$ cat src/rtl/clk_div_ctrl.sv
`default_nettype none
// ============================================================================
// Module   : clk_div_ctrl
// Purpose  : Sequences ratio changes for a downstream clock divider. Each
//            update step presents the new ratio, holds the enable strobe for
//            EN_HOLD cycles, then waits SETTLE_CYC cycles before committing
//            the ratio. Ramp mode walks the ratio one unit per step toward
//            the target; jump mode applies the target in a single step.
// Ports    : i_clk_ref     - reference clock (shared with the divider)
//            i_rst_n       - asynchronous active-low reset
//            i_req         - request level, accepted only while idle
//            i_div_num     - target ratio (0 is treated as 1)
//            i_ramp        - 1 = ramp by single units, 0 = single jump
//            o_clk_div_en  - enable strobe to the divider
//            o_clk_div_num - ratio presented to the divider
//            o_cur_div     - ratio currently committed
//            o_busy        - sequence in progress (includes the ack cycle)
//            o_ack         - one-cycle completion pulse
// Revision : 1.0 - initial release
// ============================================================================
module clk_div_ctrl #(
    parameter int DIV_NUM_WD = 4,
    parameter int INI_DIV    = 1,
    parameter int EN_HOLD    = 4,
    parameter int SETTLE_CYC = 40
) (
    input  logic                  i_clk_ref,
    input  logic                  i_rst_n,
    input  logic                  i_req,
    input  logic [DIV_NUM_WD-1:0] i_div_num,
    input  logic                  i_ramp,
    output logic                  o_clk_div_en,
    output logic [DIV_NUM_WD-1:0] o_clk_div_num,
    output logic [DIV_NUM_WD-1:0] o_cur_div,
    output logic                  o_busy,
    output logic                  o_ack
);

    // One counter serves both timed states, so it is sized for the longer one.
    localparam int c_MAX_CNT = (EN_HOLD > SETTLE_CYC) ? EN_HOLD : SETTLE_CYC;
    localparam int c_CNT_W   = $clog2(c_MAX_CNT + 1);

    localparam logic [c_CNT_W-1:0]    c_EN_LAST     = c_CNT_W'(EN_HOLD - 1);
    localparam logic [c_CNT_W-1:0]    c_SETTLE_LAST = c_CNT_W'(SETTLE_CYC - 1);
    localparam logic [c_CNT_W-1:0]    c_CNT_ONE     = c_CNT_W'(1);
    localparam logic [DIV_NUM_WD-1:0] c_INI_DIV     = DIV_NUM_WD'(INI_DIV);
    localparam logic [DIV_NUM_WD-1:0] c_DIV_ONE     = DIV_NUM_WD'(1);

    localparam logic [2:0] c_ST_IDLE   = 3'd0;
    localparam logic [2:0] c_ST_SETUP  = 3'd1;
    localparam logic [2:0] c_ST_EN     = 3'd2;
    localparam logic [2:0] c_ST_SETTLE = 3'd3;
    localparam logic [2:0] c_ST_ACK    = 3'd4;

    logic [2:0]            state_q,  state_d;
    logic [c_CNT_W-1:0]    cnt_q,    cnt_d;
    logic [DIV_NUM_WD-1:0] tgt_q,    tgt_d;
    logic                  ramp_q,   ramp_d;
    logic [DIV_NUM_WD-1:0] num_q,    num_d;
    logic [DIV_NUM_WD-1:0] cur_q,    cur_d;
    logic                  en_q;
    logic                  busy_q;
    logic                  ack_q;

    logic [DIV_NUM_WD-1:0] w_tgt_in;

    // Ratio 0 is not meaningful to the divider; treat it as divide-by-1.
    assign w_tgt_in = (i_div_num == '0) ? c_DIV_ONE : i_div_num;

    // Next ratio to present. Callers only use it when cur != tgt, so the
    // ramp branch never overshoots the target and never wraps.
    function automatic logic [DIV_NUM_WD-1:0] f_step(
        input logic [DIV_NUM_WD-1:0] cur,
        input logic [DIV_NUM_WD-1:0] tgt,
        input logic                  ramp
    );
        if (!ramp) begin
            return tgt;
        end else if (tgt > cur) begin
            return cur + c_DIV_ONE;
        end else if (tgt < cur) begin
            return cur - c_DIV_ONE;
        end else begin
            return cur;
        end
    endfunction

    always_comb begin
        state_d = state_q;
        cnt_d   = cnt_q;
        tgt_d   = tgt_q;
        ramp_d  = ramp_q;
        num_d   = num_q;
        cur_d   = cur_q;
        case (state_q)
            c_ST_IDLE: begin
                if (i_req) begin
                    tgt_d  = w_tgt_in;
                    ramp_d = i_ramp;
                    if (w_tgt_in == cur_q) begin
                        state_d = c_ST_ACK;
                    end else begin
                        state_d = c_ST_SETUP;
                        num_d   = f_step(cur_q, w_tgt_in, i_ramp);
                    end
                end
            end
            c_ST_SETUP: begin
                state_d = c_ST_EN;
                cnt_d   = '0;
            end
            c_ST_EN: begin
                if (cnt_q == c_EN_LAST) begin
                    state_d = c_ST_SETTLE;
                    cnt_d   = '0;
                end else begin
                    cnt_d = cnt_q + c_CNT_ONE;
                end
            end
            c_ST_SETTLE: begin
                if (cnt_q == c_SETTLE_LAST) begin
                    cnt_d = '0;
                    // The presented ratio has settled; it is now committed.
                    cur_d = num_q;
                    if (num_q == tgt_q) begin
                        state_d = c_ST_ACK;
                    end else begin
                        state_d = c_ST_SETUP;
                        num_d   = f_step(num_q, tgt_q, ramp_q);
                    end
                end else begin
                    cnt_d = cnt_q + c_CNT_ONE;
                end
            end
            c_ST_ACK: begin
                state_d = c_ST_IDLE;
            end
            default: begin
                state_d = c_ST_IDLE;
                cnt_d   = '0;
            end
        endcase
    end

    // Status outputs are decoded from the next state and registered so they
    // line up with the state they describe without combinational paths.
    always_ff @(posedge i_clk_ref or negedge i_rst_n) begin
        if (!i_rst_n) begin
            state_q <= c_ST_IDLE;
            cnt_q   <= '0;
            tgt_q   <= c_INI_DIV;
            ramp_q  <= 1'b0;
            num_q   <= c_INI_DIV;
            cur_q   <= c_INI_DIV;
            en_q    <= 1'b0;
            busy_q  <= 1'b0;
            ack_q   <= 1'b0;
        end else begin
            state_q <= state_d;
            cnt_q   <= cnt_d;
            tgt_q   <= tgt_d;
            ramp_q  <= ramp_d;
            num_q   <= num_d;
            cur_q   <= cur_d;
            en_q    <= (state_d == c_ST_EN);
            busy_q  <= (state_d != c_ST_IDLE);
            ack_q   <= (state_d == c_ST_ACK);
        end
    end

    assign o_clk_div_en  = en_q;
    assign o_clk_div_num = num_q;
    assign o_cur_div     = cur_q;
    assign o_busy        = busy_q;
    assign o_ack         = ack_q;

endmodule
`default_nettype wire

$ cat config.mk
export PLATFORM = sky130hd
export DESIGN_NAME = clk_div_ctrl
export DESIGN_NICKNAME = d
export VERILOG_FILES = /design/src/rtl/clk_div_ctrl.sv
export SDC_FILE = /design/constraint.sdc
export NUM_CORES = 1
export LEC_CHECK = 0
export BUFFER_PORTS_ARGS = -buffer_cell sky130_fd_sc_hd__buf_2
export CORE_MARGIN = 2
export CORE_UTILIZATION = 30
export DETAILED_ROUTE_END_ITERATION = 16
export GPL_ROUTABILITY_DRIVEN = 0
export SYNTH_ARGS = -nofsm -noshare
export SYNTH_HDL_FRONTEND = slang
export SYNTH_SLANG_ARGS = --single-unit
$ cat constraint.sdc
create_clock -name i_clk_ref -period 3.5 [get_ports i_clk_ref]
set_clock_uncertainty 0.2 [all_clocks]
set_input_delay 0.7 -clock i_clk_ref [delete_from_list [all_inputs] [get_ports i_clk_ref]]
set_output_delay 0.7 -clock i_clk_ref [all_outputs]
set_load 0.005 [all_outputs]
After elaboration in Yosys (flattened, before gate mapping)
Cells that the tools add are included.
{"block": "totals", "elab_cells": 62, "reg_bits": 25, "input_bits": 8, "output_inout_bits": 11}
{"block": "op_classes", "muxes": 21, "order_cmp": 4, "add_sub_neg": 5, "eq_ne": 15, "n_reduce_logical": 8}
{"cell": "4-bit 2-to-1 mux", "n": 11}
{"cell": "6-bit case mux with 3 select lines", "n": 1}
{"cell": "3-bit 2-to-1 mux", "n": 5}
{"cell": "6-bit 2-to-1 mux", "n": 2}
{"cell": "3-bit case mux with 4 select lines", "n": 1}
{"cell": "3-bit by 2-bit == test with 1-bit output (second input constant)", "n": 3}
{"cell": "4-bit by 1-bit adder with 4-bit output (second input constant)", "n": 2}
{"cell": "4-bit == test", "n": 2}
{"cell": "4-bit greater-than comparator", "n": 2}
{"cell": "4-bit < comparator", "n": 2}
{"cell": "2-bit != test (second input constant)", "n": 4}
{"cell": "4-bit case mux with 2 select lines", "n": 1}
{"cell": "4-bit by 1-bit subtractor with 4-bit output (second input constant)", "n": 2}
{"cell": "6-bit by 1-bit adder with 6-bit output (second input constant)", "n": 1}
{"cell": "3-bit == test (second input constant)", "n": 2}
{"cell": "6-bit by 2-bit == test with 1-bit output (second input constant)", "n": 1}
{"cell": "6-bit == test (second input constant)", "n": 1}
{"cell": "6-bit AND reduction", "n": 1}
{"cell": "4-bit logical NOT", "n": 1}
{"cell": "4-bit != test (second input constant)", "n": 1}
{"cell": "2-bit AND reduction", "n": 2}
{"cell": "3-bit by 1-bit == test with 1-bit output (second input constant)", "n": 1}
{"cell": "3-bit logical NOT", "n": 1}
{"cell": "3-bit nonzero test", "n": 1}
{"cell": "other kinds (2)", "n": 2}

Longest topological paths before layout
{"block": "depth", "word_depth": 9, "ltp_mapped": 12, "depth_no_buf": 12}

Worst setup path after synthesis
Ideal clock, no wire load.
{"block": "synth_path", "path_type": "register to register", "startpoint": "register num_q[0], in the netlist o_clk_div_num[0]", "endpoint": "register num_q[3], in the netlist o_clk_div_num[3]", "t_arrival_ps": 2351, "path_stages_with_launch": 11, "path_slack_ps": 846, "synth_period_minus_slack_ps": 2654, "setup_time_ps": 104, "required_time_ps": 3196, "n_path_buf": 0, "cell_sequence": "dfstp_2 ha_1 nand4_1 a21bo_2 ha_1 a21o_1 a21oi_1 xnor2_1 xnor2_1 a21oi_1 a221oi_1"}
{"block": "synth_via", "elab_chain_cells": 7, "elab_cells_between_ends": 14, "cone_classes": "2 x add/sub; 2 x order compare; 3 x eq/ne; 6 x mux; 1 x reduce/logical"}
{"element": "from (decl)", "line": "59", "source": "logic [DIV_NUM_WD-1:0] num_q, num_d;"}
{"element": "from (signal assigned)", "line": "153", "source": "num_q <= c_INI_DIV;"}
{"element": "from (signal assigned)", "line": "163", "source": "num_q <= num_d;"}
{"element": "4-bit by 1-bit subtractor with 4-bit output", "line": "82", "source": "return cur - c_DIV_ONE;"}
{"element": "4-bit 2-to-1 mux", "line": "81", "source": "end else if (tgt < cur) begin"}
{"element": "4-bit 2-to-1 mux", "line": "79", "source": "end else if (tgt > cur) begin"}
{"element": "4-bit 2-to-1 mux", "line": "77", "source": "if (!ramp) begin"}
{"element": "4-bit 2-to-1 mux", "line": "125", "source": "if (num_q == tgt_q) begin"}
{"element": "4-bit 2-to-1 mux", "line": "121", "source": "if (cnt_q == c_SETTLE_LAST) begin"}
{"element": "4-bit case mux with 2 select lines", "line": "95", "source": "case (state_q)"}
Several ways; a longest one is shown, not always the timed one. The select of a mux whose other input is x is not followed.
A chain may end at the register's enable or synchronous reset.

Worst setup path after layout
Ends and elaborated chain as after synthesis.

==> impl_results.md <==
* Outcome: finished, final reports clean
* Endpoints failing setup at 0
* Static Leak at 0.840 nW
* Quantity of gates resized following cts at 0
* Commonest non-fill, non-tap cell in the layout: dfrtp_1
* Share of the cycle needed by the critical path after routing at 81.9%
* Initial cell density of the core at 31.5%
* Summed negative setup slack over all endpoints at 0 ns
* Area used by multi-input combinational logic at 933 µm²
* Required time of the critical path at 3.48 ns
* Proportion of synthesized flip-flops having asynchronous set or reset at 100%
* Non-Filler Cell Area, Final at 0.00184 mm²
* Seq/Total Area, Yosys at 38.4%
* Via-to-Cell Ratio at 4.91
* Wire length after detailed routing at 3.62 mm
* Die outline width at 77.9 µm
* Startpoint kind of the worst setup timing path: register
* Port-buffer cells at 18
* Clock slew seen by the registers of the worst setup and hold paths at 0.09 ns
* EDFF count, synth at 0
* Power per Cell Area at 793 mW/mm²
* Placed cell areas at 0.00179 mm²
* Fraction of layout cells with a size suffix above 1 at 18.7%
* Routed Antenna Nets at 0
* Total gr overflow at 0
* Placeable core region at 0.00520 mm²
* Total count of hold-check failures in the final report at 0
* Max-cap violations at 0
* Area Overhead vs Synth at 12.0%
* Depth of the CTS H-tree at 1
* Storage element area at 629 µm²
* Warning count from the yosys run at 0
* Flip-flop cell with the highest count after synthesis: dfrtp_1
* Netlist area before placement at 0.00164 mm²
* HPWL after detailed placement at 2.74 mm
* Maximum number of pins on one net before global-route repair at 26
* NumNets Final at 216
* Delay of the slowest cell on the worst path at 0.63 ns
* DRC violations left at 0
* Synthesized area per cell at 9.31 µm²
* Number of clock sinks seen by CTS at 25
* Wire per inst at 13.8 µm
* Highest-count cells in the layout ignoring fill and taps: dfrtp_1, nand2_1, buf_2, inv_1, ha_1
* Cell count of the worst reg-to-reg path at 10
* RSZ-0062 raised after global routing: false
* Highest net fanout along the worst path at 7
* Synthesized netlist cell count at 176
* Vias in the first global route at 1246
* Actual transition at the worst max-transition pin at 0.667 ns
* Chip Height at 77.9 µm
* Setup repair bufs after CTS at 0
* Worst setup path category: reg -> reg
* Total track usage at 13.1%
* Clock buffers created by TritonCTS at 3
* Classification of the worst-slack hold path: in -> async
* Total inserted antenna cells at 0
* Synth Net Count at 198
* Number of slew-limit violations in the final report at 0
* Number of different library cells in the post-synthesis netlist at 43
* Clock Path Buffers at 2
* First drt pass iteration count at 6
* Setup slack of the most critical reg-to-reg path at 0.63 ns
* Number of buffers added to fix hold violations after cts at 0
* Slew headroom at 55.3%
* Number of vias in the routed layout at 1292
* Area enclosed by the die boundary at 0.00607 mm²
* Boundary pin count at 19
* DR iter-0 viols at 80
* Standard cell with the maximum stage delay on the critical path: dfstp_2
* Clock tree from TritonCTS: done
* Placement Setup Slack at 0.561 ns
* Data arrival time at the worst-slack endpoint at 2.84 ns
* Maximum frequency from static timing analysis at 349 MHz
* Row count at 26
* Final setup margin at 0.635 ns
* Min cycle time layout at 2.87 ns
* Worst Setup End Kind: register
* Cell chain of the critical path: ha_1 -> nand4_1 -> a21bo_2 -> ha_1 -> a21o_1 -> a21oi_1 -> xnor2_1 -> xnor2_1 -> a21oi_1 -> a221oi_1
* Wire length of the first global-routing pass at 6.34 mm
* Clock insertion delay at the later pin of the skew report at 0.27 ns
* Number of flip-flops and latches in the synthesized netlist at 25
* Antenna violations before repair at 0
* Worst-case vdd ir drop at 0.329 mV
* Cell chosen for the clock root: clkbuf_8
* Layout fillers at 562
[final timing paths]
path                                       start          endpoint
worst max-delay path            o_clk_div_num[0]  o_clk_div_num[3]
worst min-delay path                     i_rst_n      o_cur_div[2]
worst max register to register  o_clk_div_num[0]  o_clk_div_num[3]
worst min register to register          cnt_q[1]          cnt_q[1]
max in group asynchronous                i_rst_n      o_cur_div[0]
min in group i_clk_ref                  cnt_q[1]          cnt_q[1]
[flip-flops by register name (all words and copies together), names as in the netlist]
register	cells
tgt_q	4
state_q	3
ramp_q	1
o_clk_div_num	4
o_cur_div	4
o_ack	1
cnt_q	6
o_busy	1
o_clk_div_en	1
[cells by family after synthesis]
| kind of cell | synth area share, % |
|---|---|
| AO/OA/AOI/OAI | 17.5 |
| buffers and inverters | 4.66 |
| flip-flops | 38.4 |
| AND/OR/NAND/NOR | 20.5 |
| multiplexers | 4.66 |
| XOR/XNOR | 3.21 |
| adder cells (fa/ha/maj) | 11.1 |
[worst max-delay path: cells and delay by family, from the launching register on]
kind	cells	cell delay [ns]
compound gates	5	0.94
simple gates	1	0.17
fa+ha+maj	2	0.54
flops	1	0.63
xor+xnor	2	0.29
[where the power goes]
group | total, mW | leakage [nW] | switching, mW | internal [mW]
registers | 0.525 | 0.300 | 0.128 | 0.397
logic | 0.755 | 0.514 | 0.387 | 0.367
clock network | 0.177 | 0.0255 | 0.0970 | 0.0799
total | 1.46 | 0.840 | 0.612 | 0.844
[metal layers]
| metal | part of all wire [%] | track usage [%] |
|---|---|---|
| met3 | 5.4 | 2.91 |
| met1 | 48 | 18.6 |
| met4 | 0.44 | 2.11 |
| met2 | 46 | 20.9 |
| met5 | 0 | 0 |
[layout make-up]
class | instances | share of cell area (%)
multi-input combinational | 133 | 50.9
inverter | 13 | 2.66
sequential | 25 | 34.3
clock inverter | 1 | 0.273
clock buffer | 3 | 2.25
tap | 70 | 4.77
timing repair buffer | 18 | 4.91
[per-stage QoR]
stage	hold WS [ns]	util, %	instances	power, mW
5_1_grt	0.254	35.3	263	1.61
4_1_cts	0.229	35.3	263	1.47
3_3_place_gp	0.294	34.4	259	1.28
2_1_floorplan	0.204	-	176	1.10
6_report	0.207	35.3	263	1.46
3_5_place_dp	0.312	34.4	259	1.29
[synthesized netlist by cell type (2+ instances only)]
cell type | count | area (µm²)
clkbuf_1 | 3 | 11.3
a211o_1 | 3 | 26.3
dfstp_2 | 3 | 78.8
inv_1 | 13 | 48.8
o211ai_1 | 3 | 22.5
a31oi_1 | 3 | 18.8
xnor2_1 | 4 | 35.0
nand2_1 | 19 | 71.3
dfrtp_1 | 22 | 551
nand4_1 | 3 | 18.8
nand3_1 | 3 | 15.0
o22ai_1 | 2 | 12.5
xor2_1 | 2 | 17.5
mux2_2 | 5 | 56.3
nor2_1 | 12 | 45.0
o21ai_0 | 12 | 60.1
ha_1 | 13 | 163
mux2i_1 | 2 | 20.0
a21oi_1 | 12 | 60.1
or3_1 | 2 | 12.5
nor2b_1 | 5 | 31.3
and3_1 | 3 | 18.8
nor3_1 | 7 | 35.0
Note: power is estimated with default switching activity, not from simulation.
